==> src/rtl/stream_maxpool2x2.sv <==
// Streaming 2x2 / stride-2 signed max-pool stage for the conv core output stream.
// Row maxima of even rows are parked in a half-width line buffer and combined on odd rows.
module stream_maxpool2x2 #(
    parameter int MAX_W = 256
) (
    input  logic        clk,
    input  logic        rst,
    input  logic        start,
    input  logic [10:0] Cext,
    input  logic [7:0]  Hext,
    input  logic [7:0]  Wext,
    input  logic        din_valid,
    output logic        din_ready,
    input  logic [15:0] din_data,
    output logic        dout_valid,
    input  logic        dout_ready,
    output logic [15:0] dout_data,
    output logic        busy,
    output logic        done
);

    localparam int LB_DEPTH = MAX_W / 2;
    localparam int LB_AW    = (LB_DEPTH > 1) ? $clog2(LB_DEPTH) : 1;

    typedef enum logic [1:0] {
        S_IDLE,
        S_RUN,
        S_DRAIN,
        S_DONE
    } state_t;

    state_t      state_q, state_d;
    logic [10:0] c_q, c_d;
    logic [7:0]  h_q, h_d;
    logic [7:0]  w_q, w_d;
    logic [7:0]  col_q, col_d;
    logic [7:0]  row_q, row_d;
    logic [10:0] ch_q, ch_d;
    logic [15:0] hreg_q, hreg_d;
    logic        dout_valid_q, dout_valid_d;
    logic [15:0] dout_data_q, dout_data_d;
    logic        busy_q, busy_d;
    logic        done_q, done_d;

    logic [15:0]      linebuf_q [LB_DEPTH];
    logic             lb_we;
    logic [LB_AW-1:0] lb_addr;
    logic [15:0]      lb_wdata;
    logic [15:0]      lb_rdata;

    logic        in_xfer;
    logic        out_xfer;
    logic        in_region;
    logic        pool_load;
    logic        last_col;
    logic        last_row;
    logic        last_ch;
    logic [7:0]  h_even;
    logic [7:0]  w_even;
    logic [15:0] pair_max;
    logic [15:0] pooled;

    function automatic logic [15:0] smax(input logic [15:0] a, input logic [15:0] b);
        return ($signed(a) > $signed(b)) ? a : b;
    endfunction

    assign din_ready  = (state_q == S_RUN) && (!dout_valid_q || dout_ready);
    assign dout_valid = dout_valid_q;
    assign dout_data  = dout_data_q;
    assign busy       = busy_q;
    assign done       = done_q;

    assign lb_addr  = LB_AW'(col_q >> 1);
    assign lb_rdata = linebuf_q[lb_addr];

    always_comb begin
        state_d      = state_q;
        c_d          = c_q;
        h_d          = h_q;
        w_d          = w_q;
        col_d        = col_q;
        row_d        = row_q;
        ch_d         = ch_q;
        hreg_d       = hreg_q;
        dout_valid_d = dout_valid_q;
        dout_data_d  = dout_data_q;

        in_xfer   = din_valid && din_ready;
        out_xfer  = dout_valid_q && dout_ready;
        h_even    = {h_q[7:1], 1'b0};
        w_even    = {w_q[7:1], 1'b0};
        in_region = (row_q < h_even) && (col_q < w_even);
        last_col  = (col_q == w_q - 8'd1);
        last_row  = (row_q == h_q - 8'd1);
        last_ch   = (ch_q == c_q - 11'd1);
        pair_max  = smax(hreg_q, din_data);
        pooled    = smax(lb_rdata, pair_max);
        pool_load = in_xfer && in_region && col_q[0] && row_q[0];
        lb_we     = in_xfer && in_region && col_q[0] && !row_q[0];
        lb_wdata  = pair_max;

        if (in_xfer && in_region && !col_q[0]) begin
            hreg_d = din_data;
        end

        // An output transfer and a new pooled value in the same cycle simply reload the register.
        if (out_xfer) begin
            dout_valid_d = 1'b0;
        end
        if (pool_load) begin
            dout_valid_d = 1'b1;
            dout_data_d  = pooled;
        end

        case (state_q)
            S_IDLE: begin
                if (start) begin
                    state_d = S_RUN;
                    c_d     = Cext;
                    h_d     = Hext;
                    w_d     = Wext;
                    col_d   = 8'd0;
                    row_d   = 8'd0;
                    ch_d    = 11'd0;
                end
            end
            S_RUN: begin
                if (in_xfer) begin
                    if (last_col) begin
                        col_d = 8'd0;
                        if (last_row) begin
                            row_d = 8'd0;
                            ch_d  = ch_q + 11'd1;
                        end else begin
                            row_d = row_q + 8'd1;
                        end
                    end else begin
                        col_d = col_q + 8'd1;
                    end
                    if (last_ch && last_row && last_col) begin
                        state_d = S_DRAIN;
                    end
                end
            end
            S_DRAIN: begin
                if (!dout_valid_q || out_xfer) begin
                    state_d = S_DONE;
                end
            end
            S_DONE: begin
                state_d = S_IDLE;
            end
            default: begin
                state_d = S_IDLE;
            end
        endcase

        busy_d = (state_d == S_RUN) || (state_d == S_DRAIN);
        done_d = (state_d == S_DONE);
    end

    always_ff @(posedge clk) begin
        if (rst) begin
            state_q      <= S_IDLE;
            c_q          <= 11'd0;
            h_q          <= 8'd0;
            w_q          <= 8'd0;
            col_q        <= 8'd0;
            row_q        <= 8'd0;
            ch_q         <= 11'd0;
            hreg_q       <= 16'd0;
            dout_valid_q <= 1'b0;
            dout_data_q  <= 16'd0;
            busy_q       <= 1'b0;
            done_q       <= 1'b0;
        end else begin
            state_q      <= state_d;
            c_q          <= c_d;
            h_q          <= h_d;
            w_q          <= w_d;
            col_q        <= col_d;
            row_q        <= row_d;
            ch_q         <= ch_d;
            hreg_q       <= hreg_d;
            dout_valid_q <= dout_valid_d;
            dout_data_q  <= dout_data_d;
            busy_q       <= busy_d;
            done_q       <= done_d;
        end
    end

    // Contents need no reset: every entry is written on an even row before an odd row reads it.
    always_ff @(posedge clk) begin
        if (lb_we) begin
            linebuf_q[lb_addr] <= lb_wdata;
        end
    end

endmodule
==> config.mk <==
export PLATFORM = sky130hd
export DESIGN_NAME = stream_maxpool2x2
export DESIGN_NICKNAME = d
export VERILOG_FILES = /design/src/rtl/stream_maxpool2x2.sv
export SDC_FILE = /design/constraint.sdc
export NUM_CORES = 2
export LEC_CHECK = 0
export CAP_MARGIN = 0
export CORE_ASPECT_RATIO = 1.4
export CORE_MARGIN = 3
export CORE_UTILIZATION = 50
export CTS_BUF_LIST = sky130_fd_sc_hd__clkbuf_4
export DETAILED_ROUTE_END_ITERATION = 16
export GPL_TIMING_DRIVEN = 0
export PLACE_DENSITY = 0.66
export REMOVE_ABC_BUFFERS = 1
export SYNTH_ARGS = -nofsm -noshare
export SYNTH_HDL_FRONTEND = slang
export SYNTH_SLANG_ARGS = --single-unit
==> constraint.sdc <==
create_clock -name clk -period 10.1 [get_ports clk]
set_clock_uncertainty 0.05 [all_clocks]
set_input_delay 1.01 -clock clk [delete_from_list [all_inputs] [get_ports clk]]
set_output_delay 1.01 -clock clk [all_outputs]
set_load 0.05 [all_outputs]
==> key figures <==
GRT
  • Initial antenna violation count: 4
  • Pin count of the biggest net entering global routing: 131
  • Global route total overflow: 0
  • Vias in the first global route: 47.7k
  • Overall Global Routing Usage: 0.255
  • Global-route wire length before repair: 324,000 um

Pwr
  • Total power draw: 17.1 mW
  • Int Pwr: 13.4 mW
  • Sw Share: 0.216
  • Sequential power share: 0.577
  • Pwr Density: 176 nW/um2
  • LEAKAGE: 30.4 nW
  • Switching pwr: 3.70 mW
  • Max IR drop VDD: 0.000140 V
  • Clock share of power: 0.382
  • Combinational share of power: 0.041

Synthesis
  • Main synth FF type: edfxtp_1
  • Post-Syn Instances: 4,714
  • Synthesized area: 85,700 um2
  • Cell taking the most area after synthesis: edfxtp_1
  • Distinct cells, synth: 85
  • Post-synth ARST share: 0
  • Post-synthesis sequential area ratio: 0.741
  • Ys Warns: 0
  • Avg Cell Area, Syn: 18.2 um2
  • Most frequent cells after synthesis: edfxtp_1, mux2i_1, nor2_1, mux4_2, o221ai_1
  • Share of the synthesized area in the top cell type: 0.718
  • Post-synth EDFFs: 2,048
  • #FFs+latches synth: 2,146
  • Top-count cell post-synth: edfxtp_1
  • Top cells by area in the synthesized netlist: edfxtp_1, mux4_2, mux2i_1

Drt
  • First-iteration detailed-routing DRC count: 4,902
  • Via count: 47.5k
  • Detail Route Antenna Nets: 0
  • Via/cell ratio: 6.12
  • DR pass1 iterations: 5
  • DRC Markers: 0
  • DR WL/cell: 28.9 um
  • Post-Route WL: 225,000 um

STA
  • Final Hold Viols: 0
  • Setup violators final: 0
  • Worst slew pin tran: 1370 ps
  • Rel. slew slack: 0.0865
  • Minimum clock period: 7800 ps
  • Max Slew Vio Count: 0
  • RSZ-0062 raised after global routing: no
  • Period utilisation layout: 0.773
  • Max Freq: 128 MHz
  • Final setup margin: 2300 ps

Clocking
  • Root Buffer: clkbuf_4
  • Total CTS buffers: 481
  • Post-cts gate resize count: 0
  • CTS max path bufs: 4
  • Clock Latency Late Sink: 1380 ps
  • CTS sink cnt: 2,146
  • H-Tree Depth: 5
  • Clock-pin slew of the registers on the worst-case setup and hold paths: 70 ps
  • CTS tree: done

Worst setup path
  • CP endpoint kind: flop
  • WP depth: 21
  • CP Max Fanout: 47
  • Worst Path Class, Setup: reg2reg
  • CP Cell Sequence: buf_16 -> buf_16 -> buf_16 -> buf_16 -> buf_16 -> mux2i_1 -> o221ai_1 -> nor3_1 -> or4_1 -> a2111oi_2 -> o2111ai_1 -> ha_1 -> nor2b_1 -> o211ai_1 -> a2111oi_0 -> a211o_1 -> mux2i_2 -> buf_8 -> nor3_2 -> buf_6 -> a21o_1
  • CP Data Required Time: 11,360 ps
  • Crit path buf inv count: 7
  • Max stage delay on crit path: 910 ps
  • Critical Path Most Common Cell: buf_16
  • Slowest CP cell: dfxtp_4
  • CP Launch Type: flop
  • Top Family by Delay on Critical Path: compound AO/OA/AOI/OAI gates
  • CP Data Arrival Time: 9060 ps
  • R2R cell count: 21

Die
  • Num rows: 179
  • Die Ht: 496 um
  • Top-level I/O count: 68
  • Die Area: 176,000 um2
  • DIE WIDTH: 356 um
  • Starting Density: 0.503
  • Core area: 170,000 um2

Job
  • Max-Cap Viols: 0

Final layout
  • Area Overhead vs Synth: 13.6%
  • Share of post-route cells with drive strength above 1: 0.247
  • Layout fillers: 13.0k
  • Final Net Count: 5,240
  • Core Util, Final: 0.572

Placement
  • Final Wtd Congestion: 0.908
  • Pre-CTS setup slack: 2380 ps
  • DP HPWL: 139,000 um
  • IO buf count: 67

Min path
  • Hold Crit Class: in2reg
  • Hold Path Origin: Wext[1]
  • WHS Path Cells: 3

Outcome
  • Status: completed
[flip-flops by register name, indices dropped and copies added, names as in the netlist, named ones only]
name,count
busy,1
c_q,11
ch_q,11
col_q,8
done,1
dout_data,16
dout_valid,1
h_q,8
hreg_q,16
linebuf_q,2048
row_q,8
state_q,2
w_q,8
[worst register-to-register path, cell delays in order (launching register included)]
cell	delay, ps
dfxtp_4	910
buf_16	380
buf_16	360
buf_16	340
buf_16	330
buf_16	310
mux2i_1	150
o221ai_1	310
nor3_1	160
or4_1	550
a2111oi_2	890
o2111ai_1	600
ha_1	380
nor2b_1	130
o211ai_1	110
a2111oi_0	400
a211o_1	180
mux2i_2	140
buf_8	200
nor3_2	550
buf_6	240
a21o_1	130
[layer usage]
metal | vias to the layer above | global-route usage | part of all wire
met5 | - | 0 | 0.00011
met4 | 4 | 0.131 | 0.052
met3 | 432 | 0.0537 | 0.081
met2 | 2318 | 0.411 | 0.49
met1 | 24270 | 0.329 | 0.37
li1 | 20490 | - | -
[final timing paths]
| path | to | slack (ps) |
|---|---|---|
| setup / recovery | dout_data[3] | 2300 |
| setup reg to reg | dout_data[3] | 2300 |
| hold / removal | w_q[1] | 190 |
| hold reg to reg | c_q[10] | 420 |
[final cells by class]
cell class	instances	area, um2	share of cell area
Inverter	65	251	0.00258
Tap cell	2262	2830	0.0291
Clock buffer	728	5470	0.0562
Multi-Input combinational cell	2226	21200	0.218
Timing Repair Buffer	221	3540	0.0364
Clock inverter	113	515	0.00530
Sequential cell	2146	63500	0.652
Antenna cell	8	20.0	0.000206
[power groups by stage]
stage	Sequential [mW]	Combinational (mW)	Clock, mW
CTS	9.88	0.699	6.69
global route	9.88	0.746	7.13
detailed placement	10.1	0.694	0
floorplan	10.1	0.689	0
finish	9.88	0.696	6.55
global placement	10.2	1.04	0
[repair_timing]
item                                    in CTS  in global routing
hold buffers                                15                  0
endpoints found under the setup margin       0                  0
setup buffers                                0                  0
hold endpoints to repair                    25                  0
[metrics by stage]
stage,setup TNS (ps),instance area (um2),hold WS [ps],std cells
floorplan,-353820,84300,392,4437
global placement,-591010,87800,409,6766
detailed placement,0,91200,409,6905
CTS,0,97300,1.68,7761
global route,0,97300,65.2,7766
finish,0,97300,187,7769
[cell families (layout without fill, tap and decap cells)]
| family | count (synthesis) | after routing | synth area share |
|---|---|---|---|
| flops | 2146 | 2146 | 0.741 |
| mux | 794 | 794 | 0.133 |
| simple gates | 729 | 729 | 0.0415 |
| compound gates | 605 | 605 | 0.0536 |
| buf+inv | 342 | 1127 | 0.0189 |
| fa+ha+maj | 51 | 51 | 0.00745 |
| xor+xnor | 47 | 47 | 0.00480 |
| other cells | 0 | 8 | 0 |
[cell usage in the layout (no fill, tap or decap), types with 22 or more instances in the layout]
cell type | Yosys | routed
a211oi_1 | 22 | 22
a21oi_1 | 62 | 62
buf_16 | 0 | 54
buf_8 | 2 | 67
clkbuf_4 | 0 | 728
clkdlybuf4s50_1 | 0 | 66
clkinv_1 | 1 | 98
dfxtp_1 | 98 | 94
edfxtp_1 | 2048 | 2048
ha_1 | 51 | 51
inv_1 | 63 | 63
mux2i_1 | 497 | 496
mux4_2 | 275 | 275
nand2_1 | 144 | 143
nand4_1 | 22 | 22
nor2_1 | 293 | 165
nor2_2 | 0 | 128
nor3_1 | 82 | 80
nor4_1 | 24 | 24
o2111ai_1 | 33 | 33
o21ai_0 | 40 | 40
o221ai_1 | 155 | 155
o22ai_1 | 111 | 111
or3_1 | 36 | 36
xnor2_1 | 22 | 22
xor2_1 | 25 | 25
No activity file was read; power rests on OpenSTA's default activity.
